--- src/rtl/axis_bp_shaper.sv ---
// Multi-channel AXI-Stream backpressure shaper: per-channel bypass/random/periodic/halt
// gating of valid/ready with protocol-safe locking and saturating stall counters.
module axis_bp_shaper #(
    parameter int          NUM_CH = 8,
    parameter logic [31:0] SEED   = 32'hb105f00d,
    parameter int          CNT_W  = 16,
    parameter int          STAT_W = 32
) (
    input  logic                      user_clk,
    input  logic                      user_reset,
    input  logic [2*NUM_CH-1:0]       mode,
    input  logic [8*NUM_CH-1:0]       thresh,
    input  logic [CNT_W*NUM_CH-1:0]   on_cnt,
    input  logic [CNT_W*NUM_CH-1:0]   off_cnt,
    input  logic                      stat_clr,
    input  logic [NUM_CH-1:0]         valid_i,
    input  logic [NUM_CH-1:0]         ready_i,
    output logic [NUM_CH-1:0]         valid_o,
    output logic [NUM_CH-1:0]         ready_o,
    output logic [STAT_W*NUM_CH-1:0]  stall_cnt
);

    localparam logic [1:0]  MODE_BYP  = 2'b00;
    localparam logic [1:0]  MODE_RND  = 2'b01;
    localparam logic [1:0]  MODE_PER  = 2'b10;
    localparam logic [1:0]  MODE_HALT = 2'b11;
    localparam logic [31:0] LFSR_TAPS = 32'h8020_0003;
    localparam logic [31:0] GOLDEN    = 32'h9E37_79B9;

    // Right-shifting Galois step for x^32+x^22+x^2+x+1.
    function automatic logic [31:0] lfsr_next(input logic [31:0] s);
        return {1'b0, s[31:1]} ^ (s[0] ? LFSR_TAPS : 32'h0000_0000);
    endfunction

    // Per-channel seed; an all-zero result would lock the LFSR, so fall back to SEED.
    function automatic logic [31:0] chan_seed(input int c);
        logic [31:0] x;
        x = SEED ^ (32'(c) * GOLDEN);
        return (x == 32'h0000_0000) ? SEED : x;
    endfunction

    for (genvar c = 0; c < NUM_CH; c++) begin : g_ch
        logic [1:0]        mode_s;
        logic [7:0]        thr_s;
        logic [CNT_W-1:0]  on_s;
        logic [CNT_W-1:0]  off_s;
        logic [1:0]        mode_q;
        logic [31:0]       lfsr_q;
        logic [31:0]       lfsr_d;
        logic              phase_q;
        logic              phase_d;
        logic [CNT_W-1:0]  cnt_q;
        logic [CNT_W-1:0]  cnt_d;
        logic              lock_q;
        logic              lock_d;
        logic [STAT_W-1:0] stall_q;
        logic [STAT_W-1:0] stall_d;
        logic              eff_phase_s;
        logic [CNT_W-1:0]  eff_cnt_s;
        logic              raw_s;
        logic              allow_s;
        logic              inc_s;

        assign mode_s = mode[2*c +: 2];
        assign thr_s  = thresh[8*c +: 8];
        assign on_s   = on_cnt[CNT_W*c +: CNT_W];
        assign off_s  = off_cnt[CNT_W*c +: CNT_W];

        // A mode change makes the current cycle the first ON cycle of a fresh period.
        always_comb begin
            eff_phase_s = phase_q;
            eff_cnt_s   = cnt_q;
            if (mode_s != mode_q) begin
                eff_phase_s = 1'b1;
                eff_cnt_s   = '0;
            end else begin
                eff_phase_s = phase_q;
                eff_cnt_s   = cnt_q;
            end
        end

        // Periodic phase next-state; outside periodic mode the phase parks at ON/0.
        always_comb begin
            phase_d = 1'b1;
            cnt_d   = '0;
            if (mode_s != MODE_PER) begin
                phase_d = 1'b1;
                cnt_d   = '0;
            end else if (off_s == '0) begin
                phase_d = 1'b1;
            end else if (on_s == '0) begin
                phase_d = 1'b0;
            end else if (eff_phase_s) begin
                if (eff_cnt_s >= on_s - CNT_W'(1)) begin
                    phase_d = 1'b0;
                end else begin
                    cnt_d = eff_cnt_s + CNT_W'(1);
                end
            end else begin
                if (eff_cnt_s >= off_s - CNT_W'(1)) begin
                    phase_d = 1'b1;
                end else begin
                    phase_d = 1'b0;
                    cnt_d   = eff_cnt_s + CNT_W'(1);
                end
            end
        end

        // Gate decode from registered state and configuration only.
        always_comb begin
            raw_s = 1'b0;
            case (mode_s)
                MODE_BYP:  raw_s = 1'b1;
                MODE_RND:  raw_s = (lfsr_q[7:0] >= thr_s);
                MODE_PER:  raw_s = eff_phase_s;
                MODE_HALT: raw_s = 1'b0;
                default:   raw_s = 1'b0;
            endcase
        end

        assign allow_s = ~user_reset & (raw_s | lock_q);
        assign inc_s   = valid_i[c] & ready_i[c] & ~allow_s;
        assign lfsr_d  = lfsr_next(lfsr_q);
        // A presented beat stays locked open until it handshakes or upstream drops valid.
        assign lock_d  = valid_i[c] & allow_s & ~ready_i[c];

        // Saturating stall counter, clear wins over increment.
        always_comb begin
            stall_d = stall_q;
            if (stat_clr) begin
                stall_d = '0;
            end else if (inc_s && (stall_q != '1)) begin
                stall_d = stall_q + STAT_W'(1);
            end else begin
                stall_d = stall_q;
            end
        end

        // Channel state registers.
        always_ff @(posedge user_clk) begin
            if (user_reset) begin
                mode_q  <= mode_s;
                lfsr_q  <= chan_seed(c);
                phase_q <= 1'b1;
                cnt_q   <= '0;
                lock_q  <= 1'b0;
                stall_q <= '0;
            end else begin
                mode_q  <= mode_s;
                lfsr_q  <= lfsr_d;
                phase_q <= phase_d;
                cnt_q   <= cnt_d;
                lock_q  <= lock_d;
                stall_q <= stall_d;
            end
        end

        assign valid_o[c]                    = valid_i[c] & allow_s;
        assign ready_o[c]                    = ready_i[c] & allow_s;
        assign stall_cnt[STAT_W*c +: STAT_W] = user_reset ? '0 : stall_q;
    end

endmodule

--- config.mk ---
export PLATFORM = sky130hd
export DESIGN_NAME = axis_bp_shaper
export DESIGN_NICKNAME = d
export VERILOG_FILES = /design/src/rtl/axis_bp_shaper.sv
export SDC_FILE = /design/constraint.sdc
export NUM_CORES = 2
export LEC_CHECK = 0
export BUFFER_PORTS_ARGS = -buffer_cell sky130_fd_sc_hd__clkbuf_2
export CORE_MARGIN = 1.5
export CORE_UTILIZATION = 42
export CTS_CLUSTER_DIAMETER = 120
export DETAILED_ROUTE_END_ITERATION = 10
export SLEW_MARGIN = 40
export SYNTH_ARGS = -nofsm -noshare
export SYNTH_HDL_FRONTEND = slang
export SYNTH_SLANG_ARGS = --single-unit
export TNS_END_PERCENT = 30
--- constraint.sdc ---
create_clock -name user_clk -period 7.19 [get_ports user_clk]
set_input_delay 1.438 -clock user_clk [delete_from_list [all_inputs] [get_ports user_clk]]
set_output_delay 1.438 -clock user_clk [all_outputs]
set_load 0.02 [all_outputs]
==> flow_metrics.env <==
export IMPL_status="finished clean"
export IMPL_vias_per_cell=5.265
export IMPL_met2_length_um=53150
export IMPL_dr_pass1_iters=8
export IMPL_cts_buffer_depth=3
export IMPL_grt_max_degree=186
export IMPL_finalHoldViolations=0
export IMPL_start_util_pct=42.27
export IMPL_min_period_over_period_pct=71.79
export IMPL_min_period_ns=5.162
export IMPL_clk_latency_ns=0.63
export IMPL_critPathSlowestCell="o41ai_1"
export IMPL_clock_sinks=672
export IMPL_critical_path_buf_inv_count=3
export IMPL_rsz0062_at_grt="no"
export IMPL_synthCells=4825
export IMPL_drc_errors=0
export IMPL_syn2layout_area_growth_pct=18.43
export IMPL_drt_met1_wl_um=53310
export IMPL_path_clk_slew_ns=0.06
export IMPL_rrSetupSlack_ns=3.59
export IMPL_r2r_start="g_ch[4].mode_q[1]"
export IMPL_skew_ns=0.03080
export IMPL_synth_enable_flop_cells=0
export IMPL_dp_hpwl_um=89150
export IMPL_slowest_delay_ns=0.49
export IMPL_synth_top_area_share_pct=33.60
export IMPL_synth_nets=5532
export IMPL_cap_violations=0
export IMPL_mappedNetlistArea_um2=40040
export IMPL_fin_cells=6728
export IMPL_ant_nets=0
export IMPL_post_cts_resized=0
export IMPL_hold_end="g_ch[1].lfsr_q[25]"
export IMPL_cts_made_buffers=79
export IMPL_dr_first_iter_drc_count=1953
export IMPL_dp_cells=6585
export IMPL_wl_per_cell_um=17.17
export IMPL_crit_fanout=61
export IMPL_ys_flop_type="dfxtp_1"
export IMPL_worstHoldPathCells=1
export IMPL_placed_area_um2=44540
export IMPL_slew_violations=0
export IMPL_synth_area_leader_cell="dfxtp_1"
export IMPL_worstPathArrival_ns=3.72
export IMPL_tns_ns=0
export IMPL_yosys_warnings=0
export IMPL_path_class="input port to output port"
export IMPL_required_ns=5.75
export IMPL_synth_avg_cell_area_um2=8.299
export IMPL_relSlewSlack_pct=44.05
export IMPL_overflow=0
export IMPL_drive_above_1_share_pct=17.34
export IMPL_grt_use_total_pct=23.10
export IMPL_htreeDepth=3
export IMPL_cp_common_cell="clkbuf_2"
export IMPL_antenna_found_initial=6
export IMPL_ys_ff_latch=672
export IMPL_place_gp_congestion=0.9149
export IMPL_end_kind="output port"
export IMPL_final_core_util_pct=50.06
export IMPL_nets=6108
export IMPL_min_delay_start="g_ch[1].lfsr_q[26]"
export IMPL_p_per_area_nw_per_um2=191.0
export IMPL_cts_tree="yes"
export IMPL_num_vias=35420
export IMPL_path_cells="clkbuf_2 -> ha_1 -> nand2b_1 -> a21oi_1 -> nor2b_1 -> o41ai_1 -> a221oi_4 -> buf_4 -> and2_1 -> clkbuf_2"
export IMPL_die_x_um=311.8
export IMPL_reg2reg_to="g_ch[4].cnt_q[4]"
export IMPL_clock_fmax_ghz=0.1937
export IMPL_dieArea_um2=97200
export IMPL_peakVddDrop_v=0.0001773
export IMPL_synth_yosys_seq_area_share_pct=33.60
export IMPL_worst_slew_pin_slew_ns=0.8332
export IMPL_hp_class="register to register"
export IMPL_postCtsSetupBuffers=0
export IMPL_rows=113
export IMPL_top_layer_used="met5"
export IMPL_grt_pass1_vias=33700
export IMPL_core_area_um2=94730
export IMPL_cts_root_buf="clkbuf_16"
export IMPL_drt_wl_total_um=115500
export IMPL_synth_cell_types=79
export IMPL_fillers=9209
export IMPL_design_area_um2=47420
export IMPL_setup_violations=0
export IMPL_synth_top_cells_by_area="dfxtp_1 (34%), ha_1 (11%), xnor2_1 (6.9%)"
export IMPL_ys_top_cells_by_count="dfxtp_1 (672), nor2_1 (508), nor2b_1 (413)"
export IMPL_async_flop_share_pct=0
export IMPL_die_h_um=311.8
export IMPL_grt_pass1_wl_um=183000
export IMPL_synth_most_common_cell="dfxtp_1"
export IMPL_ios=627
export IMPL_ctsHoldBuffers=0
export IMPL_leakage_nw=19.43
export IMPL_met3_length_um=5815
export IMPL_r2r_cells=11
export IMPL_crit_family="compound AO/OA/AOI/OAI gates"
export IMPL_startpoint_type="input port"
export IMPL_port_buffers=626
-- layer usage --
metal | global-route usage [%] | vias up
li1 | - | 17880
met1 | 30.82 | 16580
met2 | 38.08 | 804
met3 | 4.020 | 154
met4 | 6.675 | 6
met5 | 0 | -
-- cells by family (layout without fill, tap and decap cells) --
| family | Yosys count | in the layout | synth area share, % |
|---|---|---|---|
| AO/OA/AOI/OAI | 499 | 499 | 7.918 |
| XOR/XNOR | 515 | 515 | 11.26 |
| adder cells (fa/ha/maj) | 352 | 352 | 11.00 |
| buffers and inverters | 358 | 994 | 3.446 |
| flip-flops | 672 | 672 | 33.60 |
| multiplexers | 14 | 14 | 0.3499 |
| other | 0 | 2 | 0 |
| AND/OR/NAND/NOR | 2415 | 2415 | 32.43 |
-- worst reg2reg max path, delay by kind of cell (launching register included) --
kind	cells	cell delay, ns
flip-flops	1	0.31
XOR/XNOR	1	0.68
AND/OR/NAND/NOR	4	1.06
AO/OA/AOI/OAI	5	1.13
adder cells (fa/ha/maj)	1	0.29
-- flip-flops by register name, indices dropped and copies added, names as in the netlist --
register	count
g_ch.lfsr_q	256
g_ch.stall_q	256
g_ch.cnt_q	128
g_ch.mode_q	16
g_ch.lock_q	8
g_ch.phase_q	8
-- layout make-up --
class	count	area [µm²]	share of cell area, %
Antenna cell	2	5.005	0.01055
Clock buffer	98	2210	4.659
Clock inverter	43	631.9	1.332
Inverter	189	709.4	1.496
Multi-Input combinational cell	3795	25310	53.37
Sequential cell	672	13450	28.37
Tap cell	1265	1583	3.338
Timing Repair Buffer	664	3522	7.427
-- placed cells by master (no fill, tap or decap), types with 11 or more instances in the layout --
cell | synthesis | layout
dfxtp_1 | 672 | 672
clkbuf_2 | 2 | 625
nor2_1 | 508 | 503
nor2b_1 | 413 | 413
ha_1 | 352 | 352
nand2_1 | 327 | 327
xnor2_1 | 314 | 313
xor2_1 | 201 | 201
inv_1 | 189 | 189
nor3_1 | 163 | 163
a21oi_1 | 163 | 163
nand3_1 | 160 | 160
nand4_1 | 155 | 155
and2_1 | 118 | 118
o21ai_0 | 111 | 111
nor4_1 | 99 | 98
or2_2 | 98 | 97
and3_1 | 94 | 94
or3_1 | 82 | 82
clkbuf_16 | 0 | 80
or4_1 | 54 | 54
a21o_1 | 52 | 52
o31ai_1 | 40 | 40
nor3b_1 | 38 | 38
buf_4 | 2 | 31
and4_1 | 28 | 28
nor4b_1 | 28 | 26
clkinv_2 | 0 | 18
nand2b_1 | 17 | 17
a2111oi_0 | 15 | 15
a31oi_1 | 15 | 15
mux2i_1 | 14 | 14
clkbuf_8 | 0 | 14
bufinv_16 | 0 | 13
o211ai_1 | 12 | 12
o21a_1 | 12 | 12
a211oi_1 | 11 | 11
-- report_power, final --
part	internal [mW]	leakage (nW)	switching [mW]
logic	0.344	12.5	0.489
clock network	2.66	1.41	1.68
registers	3.83	5.49	0.0523
-- how the worst max path moves through the flow --
stage	endpoint	cells past startpoint	slack [ns]	startpoint
2_1_floorplan	ready_o[1]	9	2.44	thresh[8]
3_5_place_dp	valid_o[1]	10	1.98	thresh[8]
4_1_cts	valid_o[1]	10	1.98	thresh[8]
5_1_grt	valid_o[1]	10	1.88	thresh[8]
6_report	valid_o[1]	10	2.03	thresh[8]
3_3_place_gp	valid_o[1]	10	1.98	thresh[8]
-- per-stage QoR --
stage | setup slack [ns] | total power [mW] | hold WS (ns)
2_1_floorplan | 2.441 | 4.451 | 0.3895
3_3_place_gp | 1.980 | 4.782 | 0.3929
3_5_place_dp | 1.981 | 4.800 | 0.3938
4_1_cts | 1.980 | 9.189 | 0.4080
5_1_grt | 1.875 | 9.440 | 0.4151
6_report | 2.028 | 9.059 | 0.4042
No activity file was read; power rests on OpenSTA's default activity.
